[src/rtl/mmio_disp_pkg.sv]
// rtl/mmio_disp_pkg.sv - shared constants and FSM state type for the MMIO display bank
package mmio_disp_pkg;

  // Register indices past the channel block, relative to NUM_CH
  localparam int IDX_STATUS_OFS = 0;
  localparam int IDX_CTRL_OFS   = 1;

  localparam int ST_COUNT_W   = 16;
  localparam int ST_OVF_BIT   = 16;
  localparam int ST_EMPTY_BIT = 17;
  localparam int ST_FULL_BIT  = 18;

  localparam int CTRL_CLR_OVF_BIT = 0;
  localparam int CTRL_FLUSH_BIT   = 1;

  typedef enum logic {
    S_IDLE = 1'b0,
    S_RESP = 1'b1
  } state_t;

endpackage

[src/rtl/mmio_display_bank_if.sv]
// rtl/mmio_display_bank_if.sv - memory-request/response bus between bridge and display bank
interface mmio_display_bank_if #(
  parameter int DATA_WIDTH = 64,
  parameter int ADDR_WIDTH = 64
);
  logic                    req_valid;
  logic                    req_ready;
  logic                    req_we;
  logic [ADDR_WIDTH-1:0]   req_addr;
  logic [DATA_WIDTH-1:0]   req_wdata;
  logic [DATA_WIDTH/8-1:0] req_wmask;
  logic                    resp_valid;
  logic                    resp_ready;
  logic [DATA_WIDTH-1:0]   resp_rdata;
  logic                    resp_err;

  modport master (
    output req_valid, req_we, req_addr, req_wdata, req_wmask, resp_ready,
    input  req_ready, resp_valid, resp_rdata, resp_err
  );

  modport slave (
    input  req_valid, req_we, req_addr, req_wdata, req_wmask, resp_ready,
    output req_ready, resp_valid, resp_rdata, resp_err
  );
endinterface

[src/rtl/disp_log_fifo.sv]
// rtl/disp_log_fifo.sv - synchronous write-log FIFO with flush, registered count and overflow pulse
module disp_log_fifo #(
  parameter int WIDTH = 8,
  parameter int DEPTH = 8,
  localparam int AW = $clog2(DEPTH)
) (
  input  logic             clk,
  input  logic             rstn,
  input  logic             push,
  input  logic [WIDTH-1:0] push_data,
  input  logic             pop,
  input  logic             flush,
  output logic [WIDTH-1:0] pop_data,
  output logic [AW:0]      count,
  output logic             full,
  output logic             empty,
  output logic             overflow
);
  logic [WIDTH-1:0] mem [DEPTH];
  logic [AW:0]      wr_ptr, rd_ptr;
  logic             push_ok, pop_ok;

  assign empty    = (count == '0);
  assign full     = (wr_ptr[AW] != rd_ptr[AW]) && (wr_ptr[AW-1:0] == rd_ptr[AW-1:0]);
  assign pop_ok   = pop && !empty;
  // A pop on the same edge frees the head slot, so a full FIFO still accepts
  assign push_ok  = push && (!full || pop_ok);
  assign overflow = push && !push_ok;
  assign pop_data = mem[rd_ptr[AW-1:0]];

  always_ff @(posedge clk or negedge rstn) begin
    if (!rstn) begin
      wr_ptr <= '0;
      rd_ptr <= '0;
      count  <= '0;
    end else if (flush) begin
      wr_ptr <= '0;
      rd_ptr <= '0;
      count  <= '0;
    end else begin
      if (push_ok) wr_ptr <= wr_ptr + 1'b1;
      if (pop_ok)  rd_ptr <= rd_ptr + 1'b1;
      count <= count + {{AW{1'b0}}, push_ok} - {{AW{1'b0}}, pop_ok};
    end
  end

  always_ff @(posedge clk) begin
    if (push_ok && !flush) mem[wr_ptr[AW-1:0]] <= push_data;
  end
endmodule

[src/rtl/mmio_display_bank.sv]
// rtl/mmio_display_bank.sv - byte-maskable display registers with STATUS/CONTROL and a write log
module mmio_display_bank
  import mmio_disp_pkg::*;
#(
  parameter int              DATA_WIDTH = 64,
  parameter int              ADDR_WIDTH = 64,
  parameter int              NUM_CH     = 4,
  parameter int              FIFO_DEPTH = 8,
  parameter longint unsigned BASE_ADDR  = 0,
  localparam int             CH_W       = (NUM_CH > 1) ? $clog2(NUM_CH) : 1
) (
  input  logic                         clk,
  input  logic                         rstn,
  mmio_display_bank_if.slave           bus,
  output logic [NUM_CH*DATA_WIDTH-1:0] display_o,
  output logic                         log_valid,
  input  logic                         log_ready,
  output logic [CH_W-1:0]              log_ch,
  output logic [DATA_WIDTH-1:0]        log_data
);
  localparam int NB       = DATA_WIDTH / 8;
  localparam int OFS_BITS = $clog2(NB);
  localparam int FAW      = $clog2(FIFO_DEPTH);

  typedef struct packed {
    logic [CH_W-1:0]       ch;
    logic [DATA_WIDTH-1:0] data;
  } log_entry_t;

  state_t                state_q, state_d;
  logic [DATA_WIDTH-1:0] ch_q [NUM_CH];
  logic                  overflow_q;

  logic [ADDR_WIDTH-1:0] offset, idx;
  logic                  below, is_ch, is_status, is_ctrl, hit;
  logic [CH_W-1:0]       ch_sel;
  logic [DATA_WIDTH-1:0] cur_val, new_val, rd_val;
  logic [31:0]           status_word;
  logic                  accept, ch_we, ctrl_we, do_flush, do_clr, pop;
  logic [FAW:0]          fifo_count;
  logic                  fifo_full, fifo_empty, fifo_ovf;
  log_entry_t            push_entry, head_entry;

  assign below     = bus.req_addr < ADDR_WIDTH'(BASE_ADDR);
  assign offset    = bus.req_addr - ADDR_WIDTH'(BASE_ADDR);
  assign idx       = offset >> OFS_BITS;
  assign is_ch     = !below && (idx < ADDR_WIDTH'(NUM_CH));
  assign is_status = !below && (idx == ADDR_WIDTH'(NUM_CH + IDX_STATUS_OFS));
  assign is_ctrl   = !below && (idx == ADDR_WIDTH'(NUM_CH + IDX_CTRL_OFS));
  assign hit       = is_ch || is_status || is_ctrl;
  assign ch_sel    = idx[CH_W-1:0];
  assign cur_val   = is_ch ? ch_q[ch_sel] : '0;

  always_comb begin
    new_val = cur_val;
    for (int b = 0; b < NB; b++) begin
      if (bus.req_wmask[b]) new_val[b*8 +: 8] = bus.req_wdata[b*8 +: 8];
    end
  end

  always_comb begin
    status_word                   = '0;
    status_word[ST_COUNT_W-1:0]   = ST_COUNT_W'(fifo_count);
    status_word[ST_OVF_BIT]       = overflow_q;
    status_word[ST_EMPTY_BIT]     = fifo_empty;
    status_word[ST_FULL_BIT]      = fifo_full;
  end

  // CONTROL is write-only, so it falls through to zero like an unmapped read
  assign rd_val = is_ch ? cur_val : (is_status ? DATA_WIDTH'(status_word) : '0);

  assign accept   = (state_q == S_IDLE) && bus.req_valid;
  assign ch_we    = accept && bus.req_we && is_ch;
  assign ctrl_we  = accept && bus.req_we && is_ctrl && bus.req_wmask[0];
  assign do_flush = ctrl_we && bus.req_wdata[CTRL_FLUSH_BIT];
  assign do_clr   = ctrl_we && bus.req_wdata[CTRL_CLR_OVF_BIT];
  assign pop      = log_valid && log_ready;

  always_ff @(posedge clk or negedge rstn) begin
    if (!rstn) state_q <= S_IDLE;
    else       state_q <= state_d;
  end

  always_comb begin
    state_d        = state_q;
    bus.req_ready  = 1'b0;
    bus.resp_valid = 1'b0;
    case (state_q)
      S_IDLE: begin
        bus.req_ready = 1'b1;
        if (bus.req_valid) state_d = S_RESP;
      end
      S_RESP: begin
        bus.resp_valid = 1'b1;
        if (bus.resp_ready) state_d = S_IDLE;
      end
      default: state_d = S_IDLE;
    endcase
  end

  always_ff @(posedge clk or negedge rstn) begin
    if (!rstn) begin
      bus.resp_rdata <= '0;
      bus.resp_err   <= 1'b0;
    end else if (accept) begin
      bus.resp_rdata <= (bus.req_we || !hit) ? '0 : rd_val;
      bus.resp_err   <= !hit;
    end
  end

  always_ff @(posedge clk or negedge rstn) begin
    if (!rstn) begin
      for (int k = 0; k < NUM_CH; k++) ch_q[k] <= '0;
    end else if (ch_we) begin
      ch_q[ch_sel] <= new_val;
    end
  end

  always_ff @(posedge clk or negedge rstn) begin
    if (!rstn)         overflow_q <= 1'b0;
    else if (do_clr)   overflow_q <= 1'b0;
    else if (fifo_ovf) overflow_q <= 1'b1;
  end

  for (genvar k = 0; k < NUM_CH; k++) begin : g_disp
    assign display_o[k*DATA_WIDTH +: DATA_WIDTH] = ch_q[k];
  end

  assign push_entry = '{ch: ch_sel, data: new_val};

  disp_log_fifo #(
    .WIDTH ($bits(log_entry_t)),
    .DEPTH (FIFO_DEPTH)
  ) u_log_fifo (
    .clk       (clk),
    .rstn      (rstn),
    .push      (ch_we),
    .push_data (push_entry),
    .pop       (pop),
    .flush     (do_flush),
    .pop_data  (head_entry),
    .count     (fifo_count),
    .full      (fifo_full),
    .empty     (fifo_empty),
    .overflow  (fifo_ovf)
  );

  assign log_valid = !fifo_empty;
  assign log_ch    = head_entry.ch;
  assign log_data  = head_entry.data;
endmodule

[src/flat_wrapper.sv]
// flat-port wrapper written by rule: the top's interface ports become plain ports
module mmio_display_bank_flat import mmio_disp_pkg::*;
#(
  parameter int              DATA_WIDTH = 64,
  parameter int              ADDR_WIDTH = 64,
  parameter int              NUM_CH     = 4,
  parameter int              FIFO_DEPTH = 8,
  parameter longint unsigned BASE_ADDR  = 0,
  localparam int             CH_W       = (NUM_CH > 1) ? $clog2(NUM_CH) : 1
)
  (clk, rstn, display_o, log_valid, log_ready, log_ch, log_data, bus_req_valid, bus_req_we, bus_req_addr, bus_req_wdata, bus_req_wmask, bus_resp_ready, bus_req_ready, bus_resp_valid, bus_resp_rdata, bus_resp_err);
  mmio_display_bank_if #(.DATA_WIDTH(DATA_WIDTH), .ADDR_WIDTH(ADDR_WIDTH)) bus_i ();
  input  logic clk;
  input  logic rstn;
  output logic [NUM_CH*DATA_WIDTH-1:0] display_o;
  output logic log_valid;
  input  logic log_ready;
  output logic [CH_W-1:0] log_ch;
  output logic [DATA_WIDTH-1:0] log_data;
  input wire logic [$bits(bus_i.req_valid)-1:0] bus_req_valid;
  input wire logic [$bits(bus_i.req_we)-1:0] bus_req_we;
  input wire logic [$bits(bus_i.req_addr)-1:0] bus_req_addr;
  input wire logic [$bits(bus_i.req_wdata)-1:0] bus_req_wdata;
  input wire logic [$bits(bus_i.req_wmask)-1:0] bus_req_wmask;
  input wire logic [$bits(bus_i.resp_ready)-1:0] bus_resp_ready;
  output wire logic [$bits(bus_i.req_ready)-1:0] bus_req_ready;
  output wire logic [$bits(bus_i.resp_valid)-1:0] bus_resp_valid;
  output wire logic [$bits(bus_i.resp_rdata)-1:0] bus_resp_rdata;
  output wire logic [$bits(bus_i.resp_err)-1:0] bus_resp_err;
  assign bus_i.req_valid = bus_req_valid;
  assign bus_i.req_we = bus_req_we;
  assign bus_i.req_addr = bus_req_addr;
  assign bus_i.req_wdata = bus_req_wdata;
  assign bus_i.req_wmask = bus_req_wmask;
  assign bus_i.resp_ready = bus_resp_ready;
  assign bus_req_ready = bus_i.req_ready;
  assign bus_resp_valid = bus_i.resp_valid;
  assign bus_resp_rdata = bus_i.resp_rdata;
  assign bus_resp_err = bus_i.resp_err;
  mmio_display_bank #(.DATA_WIDTH(DATA_WIDTH), .ADDR_WIDTH(ADDR_WIDTH), .NUM_CH(NUM_CH), .FIFO_DEPTH(FIFO_DEPTH), .BASE_ADDR(BASE_ADDR)) u_core (.clk(clk), .rstn(rstn), .bus(bus_i), .display_o(display_o), .log_valid(log_valid), .log_ready(log_ready), .log_ch(log_ch), .log_data(log_data));
endmodule
[config.mk]
export PLATFORM = sky130hd
export DESIGN_NAME = mmio_display_bank_flat
export DESIGN_NICKNAME = d
export VERILOG_FILES = /design/src/rtl/mmio_disp_pkg.sv /design/src/rtl/mmio_display_bank_if.sv /design/src/rtl/disp_log_fifo.sv /design/src/rtl/mmio_display_bank.sv /design/src/flat_wrapper.sv
export SDC_FILE = /design/constraint.sdc
export NUM_CORES = 1
export LEC_CHECK = 0
export CAP_MARGIN = 10
export CELL_PAD_IN_SITES_DETAIL_PLACEMENT = 1
export CELL_PAD_IN_SITES_GLOBAL_PLACEMENT = 2
export CORE_AREA = 2 2 302 304
export CTS_CLUSTER_SIZE = 28
export DETAILED_ROUTE_END_ITERATION = 12
export DIE_AREA = 0 0 304 306
export PLACE_DENSITY = 0.76
export RECOVER_POWER = 100
export SLEW_MARGIN = 20
export SYNTH_ARGS = -nofsm -noshare
export SYNTH_HDL_FRONTEND = slang
export SYNTH_HIERARCHICAL = 1
export SYNTH_SLANG_ARGS = --single-unit
[constraint.sdc]
create_clock -name clk -period 10.05 [get_ports clk]
set_input_delay 1.005 -clock clk [delete_from_list [all_inputs] [get_ports clk]]
set_output_delay 1.005 -clock clk [all_outputs]
set_load 0.005 [all_outputs]
Word level (Yosys, flattened, before mapping)

Memories as Yosys holds them, arrays and structs flattened.
Cells that the tools add are included.

Register bits: 335
Memory bits (writable): 528
Input port bits: 142
Output and inout port bits: 390
Word-level logic and storage cells: 89
Memories kept: 1

Add/subtract/negate cells: 4
Magnitude comparators: 4
Equality and inequality tests: 4
Muxes and demuxes: 32
Bitwise logic cells: 2
Reduce and logical (&&, ||, !) cells: 31

Memory list:

| memory                | depth | bits a word | rd ports | clocked after memory_dff | write ports | line                | text |
|---|---|---|---|---|---|---|---|
| u_core.u_log_fifo.mem | 8     | 66          | 1        | 0                        | 1           | disp_log_fifo.sv:19 | `logic [WIDTH-1:0] mem [DEPTH];` |

Operators with widths:

| operator                                                                      | number |
|---|---|
| 64-bit 2-to-1 mux                                                             | 6 |
| 256-bit bitwise mux                                                           | 1 |
| 64-bit binary-select mux with 2-bit select                                    | 1 |
| 64-bit demux with 2-bit select                                                | 1 |
| 61-bit by 3-bit == test with 1-bit output, second input constant              | 2 |
| 64-bit by 1-bit less-than comparator with 1-bit output, second input constant | 1 |
| 8-bit 2-to-1 mux                                                              | 8 |
| 61-bit by 3-bit less-than comparator with 1-bit output, second input constant | 1 |
| 4-bit 2-to-1 mux                                                              | 5 |
| 19-bit 2-to-1 mux                                                             | 1 |
| 1-bit logical AND                                                             | 17 |
| 4-bit by 1-bit adder with 4-bit output, second input constant                 | 2 |
| 1-bit 2-to-1 mux                                                              | 8 |
| 1-bit zero test                                                               | 6 |
| 2-bit nonzero test                                                            | 3 |
| 4-bit by 1-bit adder with 4-bit output                                        | 1 |
| 4-bit zero test                                                               | 1 |
| 1-bit logical OR                                                              | 4 |
| 4-bit by 1-bit subtractor with 4-bit output                                   | 1 |
| 3-bit == test                                                                 | 1 |
| 3-bit greater-or-equal comparator, second input constant                      | 1 |
| 3-bit by 1-bit less-than comparator with 1-bit output, second input constant  | 1 |
| 2-bit inverter with 3-bit output                                              | 1 |
| 1-bit one-hot mux with 2 select lines                                         | 1 |
| 2 further kinds                                                               | 2 |

Logic depth before layout (Yosys ltp)

Depth in word-level cells: 10
Gate-level depth with buffers: 14
Mapped depth without buffers: 13

Modules after synthesis

Netlist, hierarchy kept.

Modules (own cells, without submodules):

| module            | times used | cells each | area each (um2) | seq. area each (um2) |
|---|---|---|---|---|
| disp_log_fifo     | 1          | 855        | 20,631.0        | 16,155.5 |
| mmio_display_bank | 1          | 1,053      | 15,088.2        | 8,082.8 |

Least setup slack after synthesis

Ideal clock, no wire load.

Path kind: input -> register
Start: input bus_req_addr[21]
End: memory u_core/u_log_fifo/mem[0][0] (netlist name) (enable)
Library setup time: 0.653 ns
Arrival: 9.116 ns
Data required time: 9.397 ns
Setup slack: 0.281 ns
Stages: 6
Buffers on the path: 0
Cell sequence: nor4_2 nand4b_1 or3_4 nor3_1 or3b_2 nor4_1

Elaborated cells between the ends (all ways): 15
Classes of those cells: 2 x order compare; 1 x eq/ne; 2 x mux; 10 x reduce/logical

RTL lines:

| item                                                   | line                    | text |
|---|---|---|
| start, declared                                        | flat_wrapper.sv:22      | `input wire logic [$bits(bus_i.req_addr)-1:0] bus_req_addr;` |
| 64-bit by 1-bit less-than comparator with 1-bit output | mmio_display_bank.sv:44 | `assign below = bus.req_addr < ADDR_WIDTH'(BASE_ADDR);` |
| 1-bit zero test                                        | mmio_display_bank.sv:47 | `assign is_ch = !below && (idx < ADDR_WIDTH'(NUM_CH));` |
| 1-bit logical AND (*)                                  | mmio_display_bank.sv:47 |  |
| 1-bit logical AND (*)                                  | mmio_display_bank.sv:73 | `assign ch_we = accept && bus.req_we && is_ch;` |
| net u_core.ch_we                                       | mmio_display_bank.sv:39 | `logic accept, ch_we, ctrl_we, do_flush, do_clr, pop;` |
| 1-bit logical AND (*)                                  | disp_log_fifo.sv:27     | `assign push_ok = push && (!full \|\| pop_ok);` |
| 1-bit logical AND (*)                                  | disp_log_fifo.sv:48     | `if (push_ok && !flush) mem[wr_ptr[AW-1:0]] <= push_data;` |
| 1-bit 2-to-1 mux (*)                                   | disp_log_fifo.sv:48     |  |
| 1-bit 2-to-1 mux (not written as such) (*)             | disp_log_fifo.sv:48     |  |
| end, declared                                          | disp_log_fifo.sv:19     |  |

The timed path passes the listed nets; every way through them passes the cells marked *.

Worst setup path in the final report

Start: register u_core.u_log_fifo.rd_ptr[0]
End: output log_data[63]

Cells in the longest elaborated chain, start to end: 1

Ends and longest elaborated chain:

| item                   | line                | text |
|---|---|---|
| start, declared        | disp_log_fifo.sv:20 | `logic [AW:0] wr_ptr, rd_ptr;` |
| start signal, assigned | disp_log_fifo.sv:42 | `if (pop_ok) rd_ptr <= rd_ptr + 1'b1;` |
| memory 8 x 66 bit      | n/a                 |  |
| end, declared          | flat_wrapper.sv:19  | `output logic [DATA_WIDTH-1:0] log_data;` |

Every way passes these cells.

==> metrics.md <==
| Metric | Value |
|---|---|
| Outcome | finished, violations left |
| Violated checks | capacitance limit, slew limit |
| DR top layer | met5 |
| Starting Density | 39.9% |
| Measured slew at the worst slew-check pin | between 5 and 6 ns |
| Hold Path Class | flop to flop |
| Sum Neg Setup Slack | 0 ns |
| Critical path class | flop to primary output |
| Final instance area | 0.0448 mm² |
| WP depth | 5 |
| R2R depth | 4 |
| Flop pwr share | 44.1% |
| FF/Latch Area | 0.0242 mm² |
| Post-route ant nets | 0 |
| Die X | roughly 300 µm |
| Pre-antenna DRT Iters | 5 |
| Met2 Routed Length | around 52 mm |
| Reg2Reg Setup Slack | 3.09 ns |
| Die area | 0.0930 mm² |
| Via count of the routed design | 20.5k |
| GRT Total Usage | a little under a quarter |
| Yosys reg bits | 863 |
| Core footprint | 0.0896 mm² |
| Vias in the first global route | 22.7k |
| Worst Path Required | around 9.1 ns |
| CTS tree | yes |
| Slowest cell on the critical path | dfrtp_1 |
| Cell Int Power | 0.00660 W |
| Chip Height | 306 µm |
| Syn-to-layout area delta | 25.4% |
| CP peak stage delay | 1.90 ns |
| DR vias/cell | 5.50 |
| Syn avg cell area | between 15 and 20 µm² |
| CP startpoint | u_core/u_log_fifo/rd_ptr[0]$_DFFE_PN0P_ |
| CTS Buffer Depth | 3 |
| Synth unique cells | 48 |
| Relative slew slack | -255% |
| RR Endpoint | u_core/u_log_fifo/mem[0][51]$_DFFE_PP_ |
| Core Util, Final | 50.0% |
| Hold Vio Cnt, Final | 0 |
| First-pass GRT wire length | 157 mm |
| Cell Area, Synth | 0.0357 mm² |
| # hold bufs at CTS | 0 |
| # setup viols final | 0 |
| Ys async rst share | 38.8% |
| Placed Area | between 0.04 and 0.05 mm² |
| Seq/Total Area, Yosys | roughly two thirds |
| Met3 Wirelength | 7.35 mm |
| DRC Markers | 0 |
| CP Data Arrival Time | 6.24 ns |
| Worst Setup End Kind | primary output |
| Setup Skew | about 0.029 ns |
| Routability cong. | around 0.82 |
| RSZ-0062 raised after global routing | false |
| Min Hold Slack | approximately 0.49 ns |
| Post-synthesis cell count | around 1.9k |
| Worst-path clk slew | 0.05 ns |
| CTS buffer count | 92 |
| Area of the multi-input gates | 0.0105 mm² |
| Clock Latency Late Sink | between 0.6 and 0.7 ns |
| Critical path buffer and inverter count | 3 |
| Grt ovf | 0 |
| Leakage Power | approximately 17 nW |
| CTS sink cnt | 863 |
| PD cells | between 150 and 200 mW/mm² |
| Port buffer count | 528 |
| Met1 WL | 44.2 mm |
| Reg2Reg Launch Point | u_core/u_log_fifo/rd_ptr[0]$_DFFE_PN0P_ |
| Critical Path Sink | log_data[63] |
| Crit path max-delay family | buffers and inverters |
| Minimum clock period | 7.25 ns |
| FP Rows | 110 |
| Crit Path Max Fanout | 37 |
| H-tree Lvls | 3 |
| Root buffer cell | clkbuf_16 |
| Cell breakdown of the critical path | buf_4, clkbuf_2, mux4_2, mux2_2, dlygate4sd3_1 |
| Detailed Place HPWL | 67.7 mm |
| Clock network fraction of total power | 37.5% |
| Max rail drop VDD | 0.124 mV |
| DR iter-0 viols | 1,317 |
| Startpoint types | flop |
| Fin crit share | 72.1% |
| Slew Limit Fails | 924 |
| I/O pin cnt | 532 |
| Max cap viols | 33 |
| Antenna violations before repair | 5 |
| Sw Ratio | 25.6% |
| Logic gate share of total power | a little under a fifth |
| Share of layout cells above drive strength 1 | 23.2% |
| P_sw | roughly 0.0023 W |
| Syn nets | 2,057 |
| DR WL/cell | 28.7 µm |
| Fillers | between 8k and 9k |
| EDFF count, synth | 528 |
| Nets@finish | 2,616 |
| FMAX | 138 MHz |
| Routed wire length | 107 mm |
| Dominant synthesized flop cell | edfxtp_1 |
| Post_cts resized | 0 |
| Ys Warns | 6 |
| Postcts setup bufs | 0 |
| Pin count of the biggest net entering global routing | 95 |
-- synth_stat cells (5+ instances only) --
library cell | number | area [µm²]
a21oi_1 | 5 | 25.0
a22o_1 | 57 | 499
a31oi_1 | 10 | 62.6
and3_1 | 5 | 31.3
buf_2 | 53 | 265
buf_6 | 12 | 135
clkbuf_1 | 44 | 165
dfrtp_1 | 335 | 8380
edfxtp_1 | 528 | 15900
ha_1 | 6 | 75.1
inv_1 | 10 | 37.5
mux2_1 | 61 | 687
mux2_2 | 229 | 2580
mux2_4 | 31 | 465
mux4_2 | 196 | 4410
nand2_1 | 79 | 297
nand2b_1 | 67 | 419
nand3_1 | 9 | 45.0
nor2_1 | 15 | 56.3
nor2b_1 | 14 | 87.6
nor3_1 | 12 | 60.1
nor4_1 | 13 | 81.3
o21ai_0 | 10 | 50.1
o21ai_2 | 60 | 526
xor2_1 | 6 | 52.6
-- cell type report --
class / count / area share, %
clock inverters: 43 / 0.897
multi-input cells: 921 / 23.5
inverters: 10 / 0.0838
repair buffers: 579 / 12.4
clock buffers: 127 / 5.69
flip-flops and latches: 863 / 54.1
well taps: 1176 / 3.29
diodes: 2 / 0.0112
-- per-stage QoR --
stage          total power [W]  setup WS (ns)  std cells
2_1_floorplan          0.00495          0.281       1908
3_3_place_gp           0.00568           4.32       3548
3_5_place_dp           0.00570           4.15       3548
4_1_cts                0.00905           4.29       3718
5_1_grt                0.00923           2.05       3719
6_report               0.00887           2.80       3721
-- worst min-delay path by stage --
| stage | slack [ns] | to | cells past startpoint | from |
|---|---|---|---|---|
| 2_1_floorplan | 0.47 | u_core/bus.resp_rdata[0]$_DFFE_PN0P_ | 2 | u_core/bus.resp_rdata[0]$_DFFE_PN0P_ |
| 3_3_place_gp | 0.47 | u_core/bus.resp_rdata[1]$_DFFE_PN0P_ | 2 | u_core/bus.resp_rdata[1]$_DFFE_PN0P_ |
| 4_1_cts | 0.39 | u_core/display_o[237]$_DFFE_PN0P_ | 1 | rstn |
| 3_5_place_dp | 0.48 | u_core/bus.resp_rdata[17]$_DFFE_PN0P_ | 2 | u_core/bus.resp_rdata[17]$_DFFE_PN0P_ |
| 6_report | 0.49 | u_core/bus.resp_rdata[17]$_DFFE_PN0P_ | 2 | u_core/bus.resp_rdata[17]$_DFFE_PN0P_ |
| 5_1_grt | 0.51 | u_core/bus.resp_rdata[49]$_DFFE_PN0P_ | 1 | u_core/bus.resp_rdata[49]$_DFFE_PN0P_ |
-- cell usage in the layout (no fill, tap or decap), drive strengths merged, types with 17 or more instances in the layout --
| cell type | count |
|---|---|
| edfxtp | 528 |
| o21ai | 73 |
| nor4 | 17 |
| dfrtp | 335 |
| mux2 | 321 |
| dlygate4sd3 | 385 |
| nand2b | 67 |
| clkbuf | 158 |
| clkdlybuf4s50 | 140 |
| nand2 | 79 |
| clkinv | 32 |
| buf | 23 |
| a22o | 57 |
| mux4 | 196 |
-- power by group through the flow --
stage / Combinational (W) / Sequential, W / Clock (W)
floorplan: 0.00108 / 0.00387 / 0
finish: 0.00163 / 0.00391 / 0.00332
CTS: 0.00169 / 0.00396 / 0.00341
detailed placement: 0.00168 / 0.00403 / 0
global placement: 0.00165 / 0.00403 / 0
global route: 0.00176 / 0.00392 / 0.00354
-- tightest hold or removal path, cell delays in order, from the launching register on --
cell and delay [ns]:
dfrtp_1 0.34, nand2_1 0.05, o21ai_0 0.06
-- logic make-up (layout without fill, tap and decap cells) --
| group | after synthesis | in the layout | synth area share [%] |
|---|---|---|---|
| AOI/OAI and AO/OA | 147 | 147 | 3.34 |
| xor gates and xnor gates | 9 | 9 | 0.221 |
| adders and majority gates | 7 | 7 | 0.266 |
| buffers and inverters | 124 | 759 | 1.77 |
| DFF | 863 | 863 | 67.9 |
| muxes | 521 | 521 | 22.9 |
| other | 0 | 2 | 0 |
| and+or+nand+nor | 237 | 237 | 3.63 |
-- layer usage --
layer / vias up / global-route usage [%]
met3: 157 / 6.03
met4: 2 / 6.33
met1: 11000 / 29.8
li1: 8637 / -
met2: 629 / 38.1
met5: - / 0
-- sequential cells by signal, indices dropped and copies added (netlist names) --
register	count
u_core/u_log_fifo/rd_ptr	4
u_core/overflow_q	1
u_core/bus.resp_rdata	64
u_core/u_log_fifo/mem	528
u_core/bus.resp_err	1
u_core/display_o	256
u_core/state_q	1
u_core/u_log_fifo/count	4
u_core/u_log_fifo/wr_ptr	4
Power figures use the tool's default switching activity.
